File: src/rtl/maj_fold_ctrl.sv
// maj_fold_ctrl
// Folded majority/threshold evaluator. A single N-bit vector is accepted,
// then streamed through one shared W-bit popcount adder over
// NCHUNK = ceil(N/W) cycles. The accumulated count is compared against
// THRESH, and the decision is returned through a valid/ready handshake.
// With EARLY=1 the walk stops as soon as the outcome can no longer change.
//
// Ports:
//   clk        rising-edge clock
//   rst        synchronous active-high reset
//   in_valid   input vector valid
//   in_ready   block can accept a vector (high only in IDLE)
//   in_x       N-bit vector to evaluate
//   out_valid  result valid (high only in DONE)
//   out_ready  consumer accepts result
//   out_y      decision: 1 iff count >= THRESH
//   out_count  accumulated ones count (partial count on early exit)
module maj_fold_ctrl #(
  parameter int N      = 35,
  parameter int W      = 5,
  parameter int THRESH = (N + 1) / 2,
  parameter int EARLY  = 0,
  localparam int CW    = $clog2(N + 1)
) (
  input  logic          clk,
  input  logic          rst,
  input  logic          in_valid,
  output logic          in_ready,
  input  logic [N-1:0]  in_x,
  output logic          out_valid,
  input  logic          out_ready,
  output logic          out_y,
  output logic [CW-1:0] out_count
);

  localparam int NCHUNK = (N + W - 1) / W;
  // The shift register is padded to a whole number of chunks, so the
  // last chunk reads zeros beyond bit N-1.
  localparam int SW     = NCHUNK * W;
  localparam int IW     = (NCHUNK > 1) ? $clog2(NCHUNK) : 1;

  typedef enum logic [1:0] {IDLE, ACCUM, DONE} state_t;

  state_t          state;
  logic [SW-1:0]   shreg;
  logic [CW-1:0]   acc;
  logic [IW-1:0]   idx;

  logic [CW-1:0]   chunk_pop;
  logic [CW-1:0]   acc_new;
  int              consumed;
  int              rem;
  logic            last_chunk;
  logic            decided_hi;
  logic            decided_lo;
  logic            stop;

  // Shared chunk adder and exit decision. rem is the number of input bits
  // not yet counted after this add; if even all of them being ones cannot
  // reach THRESH, the outcome is already fixed at 0.
  always_comb begin
    chunk_pop = '0;
    for (int i = 0; i < W; i++) begin
      chunk_pop = chunk_pop + CW'(shreg[i]);
    end
    acc_new    = acc + chunk_pop;
    consumed   = W * (int'(idx) + 1);
    rem        = (consumed < N) ? (N - consumed) : 0;
    last_chunk = (int'(idx) == NCHUNK - 1);
    decided_hi = (int'(acc_new) >= THRESH);
    decided_lo = ((int'(acc_new) + rem) < THRESH);
    stop       = last_chunk || ((EARLY != 0) && (decided_hi || decided_lo));
  end

  // Control FSM with datapath. Reset wins over any handshake. The result
  // registers are only written on the exiting add, so they hold steady
  // throughout DONE while the consumer applies backpressure.
  always_ff @(posedge clk) begin
    if (rst) begin
      state     <= IDLE;
      shreg     <= '0;
      acc       <= '0;
      idx       <= '0;
      out_y     <= 1'b0;
      out_count <= '0;
    end else begin
      case (state)
        IDLE: begin
          if (in_valid) begin
            shreg <= SW'(in_x);
            acc   <= '0;
            idx   <= '0;
            state <= ACCUM;
          end
        end
        ACCUM: begin
          acc   <= acc_new;
          shreg <= shreg >> W;
          idx   <= idx + 1'b1;
          if (stop) begin
            out_y     <= decided_hi;
            out_count <= acc_new;
            state     <= DONE;
          end
        end
        DONE: begin
          if (out_ready) begin
            state <= IDLE;
          end
        end
        default: state <= IDLE;
      endcase
    end
  end

  assign in_ready  = (state == IDLE);
  assign out_valid = (state == DONE);

endmodule

File: config.mk
export PLATFORM = sky130hd
export DESIGN_NAME = maj_fold_ctrl
export DESIGN_NICKNAME = d
export VERILOG_FILES = /design/src/rtl/maj_fold_ctrl.sv
export SDC_FILE = /design/constraint.sdc
export NUM_CORES = 1
export LEC_CHECK = 0
export CAP_MARGIN = 20
export CORE_MARGIN = 5
export CORE_UTILIZATION = 54
export CTS_BUF_LIST = sky130_fd_sc_hd__clkbuf_8
export DETAILED_ROUTE_END_ITERATION = 7
export HOLD_SLACK_MARGIN = 0.03
export PLACE_DENSITY_LB_ADDON = 0.05
export SYNTH_ARGS = -nofsm -noshare
export SYNTH_HDL_FRONTEND = slang
export SYNTH_SLANG_ARGS = --single-unit
export TNS_END_PERCENT = 10
File: constraint.sdc
create_clock -name clk -period 4.13 [get_ports clk]
set_clock_uncertainty 0.15 [all_clocks]
set_input_delay 0.826 -clock clk [delete_from_list [all_inputs] [get_ports clk]]
set_output_delay 0.826 -clock clk [all_outputs]
set_load 0.05 [all_outputs]
==> impl_metrics.csv <==
group,metric,value,unit
timing,fin_crit_sh,76.3,%
run_status,status,"completed",
routing,wire_per_inst,12.9,um
routing,drt_wl_total,5470,um
routing,via_count,2252,
setup_path,startpoint,"shreg[0]",
clock_network,tritoncts,"yes",
power,combPwrFrac,21.1,%
cells_and_area,syn2layout_area_growth,20.2,%
grt,track_usage,18.6,%
synth,synthMuxAreaShare,0.418,%
routing,dr.pass1.iters,8,
synth,synth_most_common_cell,"nor2_1",
clock_network,holdBufCountCts,0,
die,ios,48,
die,core,0.00479,mm2
setup_path,worstPathArrival,3.19,ns
synth,ys_warn_count,0,
grt,grt_pass1_wl,9450,um
grt,met3_usage,4.04,%
synth,syn_inst,324,
grt,grt.busiest_layer,"met2",
die,die_area,0.00650,mm2
synth,yosysUniqueCellTypes,42,
setup_path,critPathSlowestCell,"fa_1",
grt,antenna_found_initial,0,
synth,synthSimpleGateAreaFrac,27.8,%
synth,synth_compound_area_share,20.8,%
timing,fmax,317,MHz
power,pwr-share-seq,51.7,%
setup_path,slowest_delay,0.54,ns
clock_network,ctsLongestPathBuffers,2,
routing,drt-initial-drc-count,110,
setup_path,cp-end-kind,"register",
min_path,hold_class,"reg2reg",
job,maxCapViolCount,0,
placed_design,port_buffers,47,
synth,yosysTopAreaCellShare,39.4,%
timing,rsz0062_at_grt,"false",
grt,grt_pass1_vias,2132,
clock_network,root_buffer,"clkbuf_8",
placed_design,hpwlAfterDp,3770,um
synth,async_flop_share,0,%
die,die_h,80.6,um
synth,synth_xor_area_share,0.976,%
setup_path,path_max_fanout,4,
power,pwr-share-clk,27.2,%
synth,ys_top_cells_by_area,"dfxtp_1, nor2_1, a311oi_2",
synth,syn_area,0.00269,mm2
synth,synth_seq_cells,53,
cells_and_area,nets,405,
timing,timing.slew.headroom,39.2,%
cells_and_area,diodes,0,
grt,grt_max_degree,47,
power,p_leak,1.26,nW
routing,drtAntennaViolNets,0,
die,die_w,80.6,um
setup_path,required,4.17,ns
clock_network,post_cts_buffers,0,
clock_network,cts_buffers,5,
cells_and_area,seq_area,0.00106,mm2
routing,via_per_inst,5.31,
timing,setup_tns,0,ns
clock_network,clkSinkCount,53,
setup_path,critical_path.startpoint_type,"register",
power,vdd.ir_drop.worst,0.226,mV
timing,slew_viol_final,0,
die,rows,25,
power,switchingPower,0.306,mW
clock_network,cts_resized,0,
timing,hold_viol,0,
timing,setup_viol,0,
die,initial_core_util,56.2,%
setup_path,crit_top_cell,"fa_1",
cells_and_area,n_fill_cell,445,
synth,ys_seq_area_share,39.4,%
setup_path,r2r_start,"shreg[0]",
timing,worst_slew_pin_slew,0.912,ns
synth,synth_top_family_by_area,"simple AND/OR/NAND/NOR gates",
setup_path,criticalPathCategory,"reg2reg",
cells_and_area,multiInputGateArea,0.00148,mm2
setup_path,crit_chain,"fa_1, inv_1, fa_1, inv_1, ha_1, fa_1, xnor2_1, nand3b_1, o311ai_1, a31oi_1",
synth,synth-main-ff-cell,"dfxtp_1",
cells_and_area,drive_gt1_share,10.9,%
synth,synth_top_area_cell,"dfxtp_1",
min_path,hp-start,"out_count[1]",
synth,synth_edf_count,0,
synth,synth_nets,372,
power,internal-power,0.782,mW
grt,grt_use_met1,23.4,%
synth,synth_fa_ha_area_share,5.02,%
power,powerDensity,336,mW/mm2
synth,netlist_top_cells_count,"nor2_1, dfxtp_1, nand2_1, a21oi_1, a311oi_2",
clock_network,clk_pin_slew,0.09,ns
placed_design,gp_congestion,0.810,
timing,fin_hold_ws,0.312,ns
routing,drc,0,
clock_network,clock_latency,0.30,ns
grt,grt_overflow_total,0,
timing,fin_crit,3.15,ns
grt,use_met2,31.8,%
clock_network,htreeDepth,2,
power,switching_share,28.1,%
synth,syn_avg_cell_area,8.31,um2
[power by group through the flow]
stage / clock network, mW / logic, mW / registers, mW
6_report: 0.296 / 0.229 / 0.562
5_1_grt: 0.326 / 0.262 / 0.566
4_1_cts: 0.306 / 0.232 / 0.563
3_5_place_dp: 0 / 0.231 / 0.574
3_3_place_gp: 0 / 0.226 / 0.573
2_1_floorplan: 0 / 0.166 / 0.570
[layout make-up]
type | count | share of cell area [%]
well taps | 67 | 2.59
multi-input cells | 240 | 45.8
repair buffers | 51 | 15.3
clock inverters | 1 | 0.232
inverters | 6 | 0.696
clock buffers | 6 | 2.55
flip-flops and latches | 53 | 32.8
[metrics by stage]
step	power, mW	worst slack [ns]	std cells	instance area [um2]	util [%]
floorplan	0.735	1.16	324	2690	-
global placement	0.799	1.07	417	3140	65.7
detailed placement	0.805	0.994	417	3140	65.7
CTS	1.10	0.985	424	3230	67.6
global route	1.15	0.780	424	3230	67.6
finish	1.09	0.979	424	3230	67.6
[cells by family (layout without fill, tap and decap cells)]
family                     after synthesis  in the layout
and+or+nand+nor                        166            166
xor gates and xnor gates                 3              3
buffers and inverters                   31             64
AOI/OAI and AO/OA                       61             61
adders and majority gates                9              9
muxes                                    1              1
DFF                                     53             53
[state kept, by name, summed over array words and instances, names as in the netlist]
signal and cells:
state 2, out_count 6, idx 3, shreg 35, out_y 1, acc 6
[worst max-delay path, delay by kind of cell (launching register included)]
kind,cells,cell delay (ns)
AND/OR/NAND/NOR,1,0.12
adder cells (fa/ha/maj),4,1.67
XOR/XNOR,1,0.33
flip-flops,1,0.34
buffers and inverters,2,0.09
AO/OA/AOI/OAI,2,0.35
[placed cells by master, fill, tap and decap left out, types with 6 or more instances in the layout]
cell	n
nand2_1	43
a21oi_1	20
inv_1	6
clkbuf_8	6
nor3_1	15
a22oi_1	8
ha_1	6
dfxtp_1	53
nor2b_1	13
nor2_1	79
clkdlybuf4s50_1	46
a311oi_2	16
[path summary, 6_finish.rpt]
check / to / slack [ns] / cells past startpoint
max reg2reg: out_y / 0.98 / 10
max: out_y / 0.98 / 10
min: out_count[1] / 0.31 / 2
min reg2reg: out_count[1] / 0.31 / 2
[metal layers]
metal,part of all wire [%],vias to the layer above
met5,0,-
met4,1.0,0
met3,3.5,5
met2,50,31
met1,46,1053
li1,-,1163
Note: power is estimated with default switching activity, not from simulation.
